**src/rtl/setup_serializer_if.sv**
```systemverilog
// Upstream byte handshake for setup_serializer.
// Handshake: a byte transfers on a rising clk_in edge where valid_in and
// ready_out are both 1. The master holds data_in stable while valid_in is high
// and not yet accepted. ready_out is registered and never depends on valid_in
// in the same cycle.
interface setup_serializer_if #(
  parameter int DATA_W = 8
);
  logic [DATA_W-1:0] data_in;
  logic              valid_in;
  logic              ready_out;

  modport master (output data_in, output valid_in, input ready_out);
  modport slave  (input data_in, input valid_in, output ready_out);
endinterface

```
**src/rtl/setup_serializer.sv**
```systemverilog
// setup_serializer: feeds the 8-bit setup shift register of the FP adder.
// Accepts one byte over the cfg handshake, shifts it out LSB first with en_out
// high for DATA_W cycles, then holds en_out low for GAP_CYCLES idle cycles
// before it accepts the next byte.
// Optional build macro LOOPBACK_CHECK_EN adds a read-back compare of the
// register's parallel output against the byte that was sent.
// state_dbg exposes the FSM state (0 IDLE, 1 SHIFT, 2 GAP) for checkers.
module setup_serializer #(
  parameter int DATA_W     = 8,
  parameter int GAP_CYCLES = 2
) (
  input  logic              clk_in,
  input  logic              rst_in,
  setup_serializer_if.slave cfg,
  output logic              serial_out,
  output logic              en_out,
  output logic              busy_out,
  output logic              done_out,
  output logic [1:0]        state_dbg
`ifdef LOOPBACK_CHECK_EN
  ,
  input  logic [DATA_W-1:0] parallel_in,
  output logic              check_valid_out,
  output logic              mismatch_out
`endif
);

  localparam int CNT_W = (DATA_W > 1) ? $clog2(DATA_W) : 1;
  localparam logic [CNT_W-1:0] BIT_LAST = CNT_W'(DATA_W - 1);
  // Gap counter is 4 bits wide for the 1..15 range; the last value is
  // computed once so GAP_CYCLES=1 ends the gap on its first cycle.
  localparam logic [3:0] GAP_LAST = 4'(GAP_CYCLES - 1);

  typedef enum logic [1:0] {
    IDLE  = 2'd0,
    SHIFT = 2'd1,
    GAP   = 2'd2
  } state_t;

  state_t            state;
  logic [CNT_W-1:0]  bit_cnt;
  logic [3:0]        gap_cnt;
  // The buffer rotates right rather than shifting, so the bit leaving the
  // bottom re-enters at the top; after DATA_W rotations it holds the
  // original byte again, which is what the loopback compare needs.
  logic [DATA_W-1:0] shift_buf;

  assign state_dbg = state;

  // Frame sequencer: handshake, bit shifting, gap timing and all outputs.
  always_ff @(posedge clk_in or negedge rst_in) begin
    if (!rst_in) begin
      state         <= IDLE;
      bit_cnt       <= '0;
      gap_cnt       <= '0;
      shift_buf     <= '0;
      serial_out    <= 1'b1;
      en_out        <= 1'b0;
      busy_out      <= 1'b0;
      done_out      <= 1'b0;
      cfg.ready_out <= 1'b1;
`ifdef LOOPBACK_CHECK_EN
      check_valid_out <= 1'b0;
      mismatch_out    <= 1'b0;
`endif
    end else begin
      done_out <= 1'b0;
`ifdef LOOPBACK_CHECK_EN
      check_valid_out <= 1'b0;
`endif
      case (state)
        IDLE: begin
          if (cfg.valid_in && cfg.ready_out) begin
            state         <= SHIFT;
            shift_buf     <= cfg.data_in;
            bit_cnt       <= '0;
            serial_out    <= cfg.data_in[0];
            en_out        <= 1'b1;
            busy_out      <= 1'b1;
            cfg.ready_out <= 1'b0;
`ifdef LOOPBACK_CHECK_EN
            mismatch_out  <= 1'b0;
`endif
          end
        end

        SHIFT: begin
          shift_buf <= {shift_buf[0], shift_buf[DATA_W-1:1]};
          if (bit_cnt == BIT_LAST) begin
            state      <= GAP;
            bit_cnt    <= '0;
            gap_cnt    <= '0;
            serial_out <= 1'b1;
            en_out     <= 1'b0;
            done_out   <= 1'b1;
          end else begin
            bit_cnt    <= bit_cnt + 1'b1;
            serial_out <= shift_buf[1];
          end
        end

        GAP: begin
          if (gap_cnt == GAP_LAST) begin
            state         <= IDLE;
            gap_cnt       <= '0;
            busy_out      <= 1'b0;
            cfg.ready_out <= 1'b1;
`ifdef LOOPBACK_CHECK_EN
            check_valid_out <= 1'b1;
            mismatch_out    <= (parallel_in != shift_buf);
`endif
          end else begin
            gap_cnt <= gap_cnt + 1'b1;
          end
        end

        default: begin
          state         <= IDLE;
          serial_out    <= 1'b1;
          en_out        <= 1'b0;
          busy_out      <= 1'b0;
          cfg.ready_out <= 1'b1;
        end
      endcase
    end
  end

endmodule

```
**src/flat_wrapper.sv**
```systemverilog
// flat-port wrapper written by rule: the top's interface ports become plain ports
module setup_serializer_flat 
#(
  parameter int DATA_W     = 8,
  parameter int GAP_CYCLES = 2
)
  (clk_in, rst_in, serial_out, en_out, busy_out, done_out, state_dbg, cfg_data_in, cfg_valid_in, cfg_ready_out);
  setup_serializer_if #(.DATA_W(DATA_W)) cfg_i ();
  input  logic clk_in;
  input  logic rst_in;
  output logic serial_out;
  output logic en_out;
  output logic busy_out;
  output logic done_out;
  output logic [1:0] state_dbg;
  input wire logic [$bits(cfg_i.data_in)-1:0] cfg_data_in;
  input wire logic [$bits(cfg_i.valid_in)-1:0] cfg_valid_in;
  output wire logic [$bits(cfg_i.ready_out)-1:0] cfg_ready_out;
  assign cfg_i.data_in = cfg_data_in;
  assign cfg_i.valid_in = cfg_valid_in;
  assign cfg_ready_out = cfg_i.ready_out;
  setup_serializer #(.DATA_W(DATA_W), .GAP_CYCLES(GAP_CYCLES)) u_core (.clk_in(clk_in), .rst_in(rst_in), .cfg(cfg_i), .serial_out(serial_out), .en_out(en_out), .busy_out(busy_out), .done_out(done_out), .state_dbg(state_dbg));
endmodule
```
**config.mk**
```make
export PLATFORM = sky130hd
export DESIGN_NAME = setup_serializer_flat
export DESIGN_NICKNAME = d
export VERILOG_FILES = /design/src/rtl/setup_serializer_if.sv /design/src/rtl/setup_serializer.sv /design/src/flat_wrapper.sv
export SDC_FILE = /design/constraint.sdc
export NUM_CORES = 1
export LEC_CHECK = 0
export BUFFER_PORTS_ARGS = -buffer_cell sky130_fd_sc_hd__buf_2
export CAP_MARGIN = 20
export CORE_ASPECT_RATIO = 1.4
export CORE_MARGIN = 5
export CORE_UTILIZATION = 45
export DETAILED_ROUTE_END_ITERATION = 12
export PLACE_DENSITY = 0.75
export SETUP_SLACK_MARGIN = 0.2
export SYNTH_ARGS = -nofsm -noshare
export SYNTH_HDL_FRONTEND = slang
export SYNTH_SLANG_ARGS = --single-unit
```
**constraint.sdc**
```tcl
create_clock -name clk_in -period 2.05 [get_ports clk_in]
set_clock_uncertainty 0.15 [all_clocks]
set_input_delay 0.1025 -clock clk_in [delete_from_list [all_inputs] [get_ports clk_in]]
set_output_delay 0.1025 -clock clk_in [all_outputs]
set_load 0.02 [all_outputs]
```
==> run summary <==
Measured against its own limit, the worst slew margin works out to 67.5%. The die outline height is 68.8 µm. The number of nets in the layout is 142. 18 I/O pins were placed. Summed over all failing endpoints, the final setup total negative slack is 0 ps. The number of antenna violations at the first check in global routing is 0. The total number of placement rows came out at 21. The antenna violation net count after detailed routing came out at 0. Sorting the synthesized cells by how often they occur yields dfrtp_1 (20), o21ai_0 (16), mux2i_1 (6), nor2_1 (6), ha_1 (5). The startpoint identified for the worst register-to-register timing path is u_core.state_dbg[0]. The CTS clock-pin slew for the worst setup and hold paths is 120 ps. The type of the worst setup path is reg2reg. Synthesis produced 100 cells. The post-synthesis register bit count is 22. Measured in cells, the most critical reg-to-reg path has a length of 3. The synthesized area divided by synthesized cell count came out at 11.1 µm². The port buffer count came out at 17. The detailed-route wire length is 2.21 mm.

The hold violation count in the final report is 0. The most used flip-flop cell after synthesis is dfrtp_1. TritonCTS built the clock tree. The DRC violation count after routing came out at 0. By instance count, the leading cell after synthesis is dfrtp_1. The signal on the critical path passes through nor2b_4 > mux2_4 > mux2_2. The worst hold path endpoint is u_core.shift_buf[6]. In this run the most critical hold path is launched from cfg_data_in[6].

The finished layout holds 158 standard cells, fillers aside. By area the synthesized netlist is led by dfrtp_1 (45%), o21ai_0 (7.2%), ha_1 (5.6%). The via count of the first global-routing pass came out at 847. The global-route usage over all layers is between 10 and 15%. The total via count after detailed routing is 839. The number of fill cells in the layout came out at 210.

The count of cells along the worst hold path came out at 3. On the critical path, the stage with the largest delay is an instance of dfrtp_1. Setup repair after global routing left no endpoint under its margin. The antenna diode count is 0.

The DRC marker count from the first detailed-route iteration is 24. Relative to the synthesized area, the layout overhead comes to 18.4%. The static leakage came out at roughly 0.63 nW. Setup violations remaining at the end of the flow were counted as 0. The areal power density over the cells came out at approximately 500 mW/mm². Once the floorplan was initialized, standard cells occupied between 40% and 50% of the core. The mapped netlist covers 0.00111 mm². The proportion of layout cells with a drive suffix above 1 is approximately 27%. After synthesis, the largest area contributor takes up 45.0% of total cell area. The first-pass GRT wire length is ~3.7 mm. The slack of the worst reg-to-reg path is 390 ps. The pin count of the biggest net entering global routing is 23. STA classifies the critical path startpoint as a flop. The shortest clock period the worst path allows after layout came out at 1660 ps. Dividing the detail-routed wire length by the instance count gives 14.0 µm.

The largest buffer count on any clock path came out at 2. The horizontal die dimension came out at between 50 and 60 µm. The clock sink count came out at 22. The data arrival time of the worst path came out at 1700 ps. The largest driver fanout on the critical path is 11. The synthesized net count came out at 116. The number of clock buffers inserted by TritonCTS came out at 3.

For this run, the number of Yosys warnings is 0. Among cell families on the critical path, the largest total delay comes from multiplexers. The endpoint required time on the critical path came out at 2090 ps.

The per-cell via count in the routed design is approximately 5.3. The final weighted congestion in routability-driven placement is 0.718. The number of H-tree levels is 1. The total half-perimeter wirelength after legalization and detailed placement is ~1.5 mm. The core box area is 0.00239 mm². The total setup buffers inserted after CTS is 0. The area occupied by multi-input gates is roughly 510 µm². The fraction of registers with async set/reset came out at 100%. In this run, placement finished with an instance count of 148. For the worst-skew pair, the clock arrives at the later sink with an insertion delay of 300 ps. The total power came out at 0.662 mW. The worst setup path is captured at a flop. The cell sitting at the root of the clock tree is a clkbuf_4. The leftover overflow at the end of global routing is 0. Of all cell types, the one taking the most synthesized area is dfrtp_1. The capture point of the worst reg-to-reg path is u_core.shift_buf[5]. At the pin with the least slew margin, the transition time is 487 ps.

The final number of max-transition violations is 0. The highest clock rate came out at 0.601 GHz. The synthesized design contains 0 enable-type register cells. The buffering stage count on the worst path with inverters included is 0. The worst-case vdd ir drop came out at ~250 µV.

The run finished with clean final reports. The number of distinct standard cells referenced by the synthesized netlist came out at 33. The count of TritonRoute iterations in the first routing pass came out at 4. The combined flip-flop and latch cell area came out at 553 µm². The worst hold path belongs to the class in2reg. The share of the cycle needed by the critical path after routing came out at 81.1%. In this design, the stage delay of the slowest critical-path cell is 550 ps. The floorplan step defined a die boundary enclosing 0.00358 mm². The number of maximum-capacitance violations is 0. After synthesis, flip-flops and latches occupy between 40% and 50% of the total area.
-- area by class of cell --
type                    instances  area share [%]
multi-input cells              69            39.0
flip-flops and latches         22            42.0
well taps                      34            3.23
clock buffers                   3            1.71
repair buffers                 26            12.9
inverters                       4            1.14
-- worst max-delay path by stage --
stage / from / endpoint / slack [ps] / depth (start not counted)
after floorplan: u_core.state_dbg[0] / u_core.shift_buf[5] / 390 / 5
after global placement: u_core.state_dbg[0] / u_core.shift_buf[6] / 370 / 3
after detailed placement: u_core.gap_cnt[1] / u_core.gap_cnt[3] / 330 / 5
after CTS: u_core.gap_cnt[1] / u_core.gap_cnt[3] / 330 / 5
after global routing: u_core.state_dbg[0] / u_core.shift_buf[2] / 320 / 4
final: u_core.state_dbg[0] / u_core.shift_buf[5] / 390 / 3
-- repair_timing --
action	CTS	global route
endpoints found under the hold margin	28	0
setup endpoints to repair	0	4
hold buffers	7	0
resized for setup	0	2
-- power by group --
part / internal [mW] / switching (mW) / total, mW
logic: 0.0210 / 0.0164 / 0.0374
registers: 0.434 / 0 / 0.434
clock network: 0.0684 / 0.122 / 0.190
-- per-layer routing --
metal	up-vias	share of wire [%]	global-route usage, %
met5	-	0	0
met4	0	0.73	5.90
met3	2	4.4	1.94
met2	21	47	24.8
met1	408	48	17.3
li1	408	-	-
-- logic make-up (layout without fill, tap and decap cells) --
group / after synthesis / in the layout / synth area share [%]
adders and majority gates: 5 / 5 / 5.62
and+or+nand+nor: 23 / 23 / 11.7
DFF: 22 / 22 / 49.7
buffers and inverters: 9 / 33 / 4.84
muxes: 11 / 11 / 11.1
AOI/OAI and AO/OA: 30 / 30 / 17.0
-- worst reg2reg max path: cells and delay by family, from the launching register on --
family | cells | cell delay [ps]
DFF | 1 | 550
muxes | 2 | 570
and+or+nand+nor | 1 | 280
-- registers in the layout (all words and copies together) (netlist names) --
name / cells
u_core.cfg.ready_out: 1
u_core.gap_cnt: 4
u_core.state_dbg: 2
u_core.shift_buf: 8
u_core.serial_out: 1
u_core.busy_out: 1
u_core.done_out: 1
u_core.en_out: 1
u_core.bit_cnt: 3
-- stage by stage --
step | worst slack [ps] | hold slack (ps) | util [%] | instance area, µm²
3_3_place_gp | 367 | -60.6 | 50.9 | 1220
5_1_grt | 317 | 13.5 | 55.1 | 1320
3_5_place_dp | 326 | -51.6 | 50.9 | 1220
4_1_cts | 328 | 3.08 | 54.7 | 1310
2_1_floorplan | 394 | -343 | - | 1110
6_report | 387 | 12.7 | 55.1 | 1320
-- cells in the final DEF, fill, tap and decap left out, types with 2 or more instances in the layout --
cell	instances
a21oi_1	3
a221o_1	2
a22o_1	2
and2_1	2
buf_2	17
buf_4	2
clkbuf_4	3
dfrtp_1	20
dfstp_2	2
dlygate4sd3_1	7
ha_1	5
inv_1	4
mux2_2	3
mux2_4	2
mux2i_1	6
nand2_1	4
nor2_1	6
nor2b_1	2
o21ai_0	16
(Power assumes the default switching activity.)
